[src/rtl/interp_pkg.sv]
// interp_pkg: shared state encoding and default widths for the interpolation scheduler.
package interp_pkg;
  typedef enum logic [1:0] {IDLE, ISSUE, WAIT} state_t;
  localparam int W_DEF = 16;
  localparam int OUT_W_DEF = 20;
  localparam int LOG2L_DEF = 2;
endpackage

[src/rtl/interp_lerp.sv]
// interp_lerp: combinational linear interpolation y = prev + floor((cur-prev)*k / 2^LOG2L).
module interp_lerp #(
  parameter int W = 16,
  parameter int LOG2L = 2
) (
  input  logic [W-1:0]     i_prev,
  input  logic [W-1:0]     i_cur,
  input  logic [LOG2L-1:0] i_k,
  output logic [W-1:0]     o_y
);
  localparam int P = W + 1 + LOG2L;
  logic signed [P-1:0] w_pe, w_d, w_k, w_q;
  assign w_pe = {{(LOG2L+1){i_prev[W-1]}}, i_prev};
  assign w_d = {{(LOG2L+1){i_cur[W-1]}}, i_cur} - w_pe;
  assign w_k = {{(W+1){1'b0}}, i_k};
  assign w_q = (w_d * w_k) >>> LOG2L;
  // The result always lies between prev and cur, so truncation to W bits is exact.
  assign o_y = W'(w_pe + w_q);
endmodule

[src/rtl/interp_scheduler.sv]
// interp_scheduler: issues L output words per input sample with a one-deep pending buffer.
// Define INTERP_LINEAR_EN for linear interpolation; otherwise zero-order hold.
module interp_scheduler
  import interp_pkg::*;
#(
  parameter int W = W_DEF,
  parameter int OUT_W = OUT_W_DEF,
  parameter int LOG2L = LOG2L_DEF
) (
  input  logic             clk,
  input  logic             rst,
  input  logic             in_valid,
  input  logic [W-1:0]     in_sample,
  input  logic             shift_done,
  output logic             out_valid,
  output logic [OUT_W-1:0] out_sample,
  output logic [LOG2L-1:0] phase,
  output logic             busy,
  output logic             overrun
);
  state_t r_state, w_nstate;
  logic [W-1:0] r_prev, r_cur, r_pend, w_nprev, w_ncur, w_pdata, w_y;
  logic [LOG2L-1:0] r_phase, w_nphase;
  logic [OUT_W-1:0] r_out;
  logic r_full, r_ovr;
  logic w_busy, w_wdone, w_last, w_adv, w_wr, w_pfull, w_load, w_go;
  assign w_busy = r_state != IDLE;
  assign w_wdone = r_state == WAIT && shift_done;
  assign w_last = w_wdone && (&r_phase);
  assign w_adv = w_wdone && !(&r_phase);
  // A sample arriving with the final shift_done lands in pending and is consumed at once.
  assign w_wr = in_valid && w_busy;
  assign w_pfull = r_full || w_wr;
  assign w_pdata = in_valid ? in_sample : r_pend;
  assign w_load = (r_state == IDLE && in_valid) || (w_last && w_pfull);
  assign w_go = w_load || w_adv;
  assign w_nprev = w_load ? r_cur : r_prev;
  assign w_ncur = w_load ? w_pdata : r_cur;
  assign w_nphase = w_adv ? r_phase + LOG2L'(1) : (w_load || w_last) ? '0 : r_phase;
  assign w_nstate = w_go ? ISSUE : r_state == ISSUE ? WAIT : w_last ? IDLE : r_state;
`ifdef INTERP_LINEAR_EN
  interp_lerp #(.W(W), .LOG2L(LOG2L)) u_lerp (
    .i_prev(w_nprev),
    .i_cur (w_ncur),
    .i_k   (w_nphase),
    .o_y   (w_y)
  );
`else
  assign w_y = w_ncur;
`endif
  always_ff @(posedge clk) begin
    if (rst) begin
      r_state <= IDLE;
      r_prev <= '0;
      r_cur <= '0;
      r_pend <= '0;
      r_full <= 1'b0;
      r_phase <= '0;
      r_out <= '0;
      r_ovr <= 1'b0;
    end else begin
      r_state <= w_nstate;
      r_prev <= w_nprev;
      r_cur <= w_ncur;
      r_pend <= w_wr ? in_sample : r_pend;
      r_full <= w_last ? 1'b0 : w_pfull;
      r_phase <= w_nphase;
      r_out <= w_go ? {w_y, {(OUT_W-W){1'b0}}} : r_out;
      r_ovr <= r_ovr || (w_wr && r_full);
    end
  end
  assign out_valid = r_state == ISSUE;
  assign out_sample = r_out;
  assign phase = r_phase;
  assign busy = w_busy;
  assign overrun = r_ovr;
endmodule

[config.mk]
export PLATFORM = sky130hd
export DESIGN_NAME = interp_scheduler
export DESIGN_NICKNAME = d
export VERILOG_FILES = /design/src/rtl/interp_pkg.sv /design/src/rtl/interp_lerp.sv /design/src/rtl/interp_scheduler.sv
export SDC_FILE = /design/constraint.sdc
export NUM_CORES = 1
export LEC_CHECK = 0
export ABC_AREA = 1
export BUFFER_PORTS_ARGS = -buffer_cell sky130_fd_sc_hd__buf_4
export CAP_MARGIN = 20
export CORE_MARGIN = 4
export CORE_UTILIZATION = 30
export CTS_CLUSTER_SIZE = 30
export DETAILED_ROUTE_END_ITERATION = 10
export SLEW_MARGIN = 20
export SYNTH_ARGS = -nofsm -noshare
export SYNTH_HDL_FRONTEND = slang
export SYNTH_SLANG_ARGS = --single-unit
[constraint.sdc]
create_clock -name clk -period 2.85 [get_ports clk]
set_input_delay 0.285 -clock clk [delete_from_list [all_inputs] [get_ports clk]]
set_output_delay 0.285 -clock clk [all_outputs]
set_load 0.005 [all_outputs]
# Yosys cells after proc, flatten, opt, wreduce, memory -nomap -nowiden
# Cells that the tools add are included.
# classes
n_eq_ne	2
add_sub_neg	1
muxes	7
n_reduce_logical	21
# op_table
operator	count
16-bit 2-to-1 mux	2
2-bit 2-to-1 mux	4
1-bit logical AND	7
2-bit nonzero test	3
1-bit logical OR	5
2-bit OR reduction	2
3-bit nonzero test	1
2-bit by 1-bit adder with 2-bit output (second input constant)	1
2-bit by 1-bit equality test with 1-bit output (second input constant)	1
2-bit equality test (second input constant)	1
2-bit logical NOT	1
2-bit AND reduction	1
1-bit logical NOT	1
1-bit 2-to-1 mux	1
# word_totals
elab_cells	39
regBits	54

# Longest topological paths before layout
# depth
word_depth	8
ltp_mapped	9

# Worst setup path after synthesis
# Ideal clock, no wire load.
# synth_path
kind	register to register
from	register r_phase[0], in the netlist phase[0]
to	register r_out[16], in the netlist out_sample[16]
setup_slack_ns	1.399
stages_incl_launch_ff	10
t_arrival_ns	1.335
path_cell_list	dfxtp_1 > ha_1 > inv_1 > nor2_4 > nand2_4 > nand2_8 > nor2_8 > nand2_4 > buf_6 > a21oi_2
# synth_via
elab_chain_cells	5
# synth_lines
item	line_no	rtl
start: declaration	interp_scheduler.sv:23	logic [LOG2L-1:0] r_phase, w_nphase;
start signal: assignment	interp_scheduler.sv:67	r_phase <= w_nphase;
2-bit AND reduction (*)	interp_scheduler.sv:29, interp_scheduler.sv:30	
1-bit logical AND	interp_scheduler.sv:29	assign w_last = w_wdone && (&r_phase);
1-bit logical AND	interp_scheduler.sv:35	assign w_load = (r_state == IDLE && in_valid) || (w_last && w_pfull);
1-bit logical OR	interp_scheduler.sv:35	
16-bit 2-to-1 mux / 1-bit logical OR (equally long branches)	interp_scheduler.sv:38, interp_scheduler.sv:36	
end signal: assignment	interp_scheduler.sv:68	r_out <= w_go ? {w_y, {(OUT_W-W){1'b0}}} : r_out;
end: declaration	interp_scheduler.sv:24	logic [OUT_W-1:0] r_out;
# Every way passes the cells marked *; elsewhere a longest branch is shown, timed or not.
# A chain may end at the register's enable or synchronous reset.

# Worst setup path in the final report
# layout_path
from	register r_state[1]
to	register r_out[18], in the netlist out_sample[18]
# layout_via
elab_chain_cells	6
# layout_lines
item	line_no	rtl
start: declaration	interp_scheduler.sv:21	state_t r_state, w_nstate;
start signal: assignment	interp_scheduler.sv:62	r_state <= w_nstate;
2-bit equality test / 2-bit nonzero test (equally long branches)	interp_scheduler.sv:28, interp_scheduler.sv:27	
1-bit logical AND (on tied branches)	interp_scheduler.sv:28, interp_scheduler.sv:32	
1-bit logical AND / 1-bit logical OR (equally long branches)	interp_scheduler.sv:29, interp_scheduler.sv:33	
1-bit logical AND	interp_scheduler.sv:35	
1-bit logical OR	interp_scheduler.sv:35	
16-bit 2-to-1 mux / 1-bit logical OR (equally long branches)	interp_scheduler.sv:38, interp_scheduler.sv:36	
# Several ways; a longest one is shown, not always the timed one.

==> results_dict.tcl <==
set metrics [dict create \
    finalCriticalPeriod_ps 2150 \
    reg2reg_from "r_state[1]" \
    cts_inserted_buffers 5 \
    io_buffers 40 \
    skew_ps 6.07 \
    drt_iter0_drc 98 \
    cts_resized 0 \
    finalNonFillerCells 459 \
    worstPathArrival_ps 2380 \
    place_ws_ps 696 \
    rr_worst_depth 7 \
    coreArea_sq_um 7810 \
    clkTransAtPathRegs_ps 90 \
    cts.sinks 54 \
    max_slew_margin_pct 53.4 \
    dpl.hpwl_microns 3690 \
    cap_viol_max_count 0 \
    yosysWarnings 0 \
    cts_setup_buffers 0 \
    whs_endpoint "phase[1]" \
    hold_path_depth 2 \
    syn_area_sq_um 2430 \
    slew_violations 0 \
    dp_cells 451 \
    ys_seq_area_share_pct 44.5 \
    hold_ws_ps 142 \
    grt_max_degree 38 \
    end_kind "flop" \
    cp_slowest_stage_delay_ps 580 \
    switchingPower_uw 489 \
    p_seq_share_pct 50.2 \
    power_frac_comb_pct 20.1 \
    r2r_end "out_sample[18]" \
    yosysTopAreaCellShare_pct 44.5 \
    via_per_inst 4.33 \
    async_flop_share_pct 0 \
    crit_chain "o21ai_2 > nand2_1 > nand2_4 > nand2_8 > nor2_8 > nand2_4 > a21oi_1" \
    fillers 838 \
    clockPowerShare_pct 29.7 \
    grt_overflow 0 \
    h-tree-depth 2 \
    routedWlPerCell_microns 11.2 \
    start_util_pct 31.1 \
    switching_share_pct 28.0 \
    worstSetupPathType "flop to flop" \
    vias 1988 \
    drt_wl_total_microns 5150 \
    setup_viol 0 \
    grt_pass1_wl_microns 8710 \
    finalPower_mw 1.75 \
    cts_tree "yes" \
    ys.flop_type "dfxtp_1" \
    firstDrtPassIters 4 \
    final.setup.tns_ps 0 \
    synthCells 325 \
    ys_types 26 \
    rsz0062_at_grt "no" \
    synth_area_leaders "dfxtp_1 (45%), nand2_1 (9.4%), inv_1 (7.9%)" \
    critPathMaxFanout 20 \
    yosysTopAreaCell "dfxtp_1" \
    worstMarginPinSlew_ps 698 \
    peakVddDrop_uv 246 \
    drive_above_1_share_pct 19.6 \
    worstHoldStart "rst" \
    r2r_slack_ps 700 \
    clk_path_buf_depth 2 \
    io_pins 45 \
    synth_common_cells "nand2_1 (61), dfxtp_1 (54), inv_1 (51), nor2_1 (51), nand3_1 (33)" \
    outcome "complete, no violations" \
    power.density_nw_per_um2 616 \
    dieArea_sq_um 9590 \
    cts-root-buf "clkbuf_8" \
    fp-row-count 32 \
    hold_path_class "input pin to flop" \
    syn_to_final_growth_pct 16.9 \
    grt_pass1_vias 1896 \
    final_hold_viol_count 0 \
    nNetsFinal 377 \
    fmax_ghz 0.466 \
    p_leak_nw 1.44 \
    worst_slack_ps 704 \
    cp-start-kind "flop" \
    drt.antenna.violating_nets 0 \
    drc 0 \
    internal_power_mw 1.26 \
    ys_ff_latch 54 \
    grt.total_usage_pct 10.8 \
    crit_path_frequent_cell "nand2_4" \
    die_h_microns 98.0 \
    yosysMostFrequentCell "nand2_1" \
    routabilityCongestion 0.746 \
    crit_required_ps 3090 \
    cp_slowest_cell "o21ai_2" \
    diodes 0 \
    cts_hold_buf 0 \
    clock_latency_ps 310 \
    antenna_found_initial 0 \
    fp.dieW_microns 98.0 \
    syn_avg_cell_area_sq_um 7.47 \
    fin_crit_sh_pct 75.3 \
    synth-edff-count 0 \
]
cell usage in the layout (no fill, tap or decap), drive strengths merged:
master,instances
o21a,1
conb,4
nand3,34
nand2,65
nand3b,1
o21ai,19
inv,54
buf,40
nor3,1
clkbuf,5
nor2,54
bufinv,1
dfxtp,54
a21oi,19
mux2i,3
ha,1
clkinv,1
per-stage QoR:
step	instance area [sq um]	util, %
after floorplan	2440	-
after global placement	2720	34.9
after detailed placement	2720	34.9
after CTS	2840	36.3
after global routing	2840	36.3
final	2840	36.3
power by group through the flow:
stage	Sequential (mW)	Combinational [mW]	Clock, mW
after floorplan	0.893	0.246	0
after global placement	0.893	0.352	0
after detailed placement	0.895	0.357	0
after CTS	0.878	0.358	0.529
after global routing	0.887	0.403	0.564
final	0.877	0.351	0.519
cells by family after synthesis:
family	after synthesis	synth area share (%)
and+or+nand+nor	155	29.6
muxes	3	1.24
AOI/OAI and AO/OA	39	9.85
DFF	54	44.5
adders and majority gates	1	0.515
other	1	0.154
buffers and inverters	72	14.1
layout make-up:
type / count / area [sq um] / share of cell area (%)
flip-flops and latches: 54 / 1080 / 38.1
multi-input cells: 202 / 1020 / 35.8
repair buffers: 40 / 300 / 10.6
inverters: 53 / 199 / 7.01
well taps: 102 / 128 / 4.50
clock buffers: 5 / 68.8 / 2.43
clock inverters: 3 / 43.8 / 1.54
sequential cells by signal, summed over array words and instances (netlist names):
name / cells
r_state: 2
r_full: 1
out_sample: 16
phase: 2
r_pend: 16
overrun: 1
r_cur: 16
critical path, delay by kind of cell (launching register included):
family          cells  cell delay, ps
flops               1             380
simple gates        5             910
compound gates      2             790
how the worst max path moves through the flow:
stage / startpoint / endpoint / slack, ps / depth (start not counted)
after floorplan: phase[0] / out_sample[16] / 1400 / 9
after global placement: r_state[1] / out_sample[5] / 760 / 7
after detailed placement: r_state[1] / out_sample[18] / 700 / 7
after CTS: r_state[1] / out_sample[18] / 670 / 7
after global routing: r_state[1] / out_sample[6] / 440 / 7
final: r_state[1] / out_sample[18] / 700 / 7
metal layers:
layer	wire length, microns	share of wire (%)	GRT usage (%)	vias up
li1	-	-	-	1048
met3	219	4.3	2.57	4
met5	0	0	0	-
met1	2490	48	14.2	895
met4	23	0.45	2.24	0
met2	2420	47	18.0	41
No activity file was read; power rests on OpenSTA's default activity.
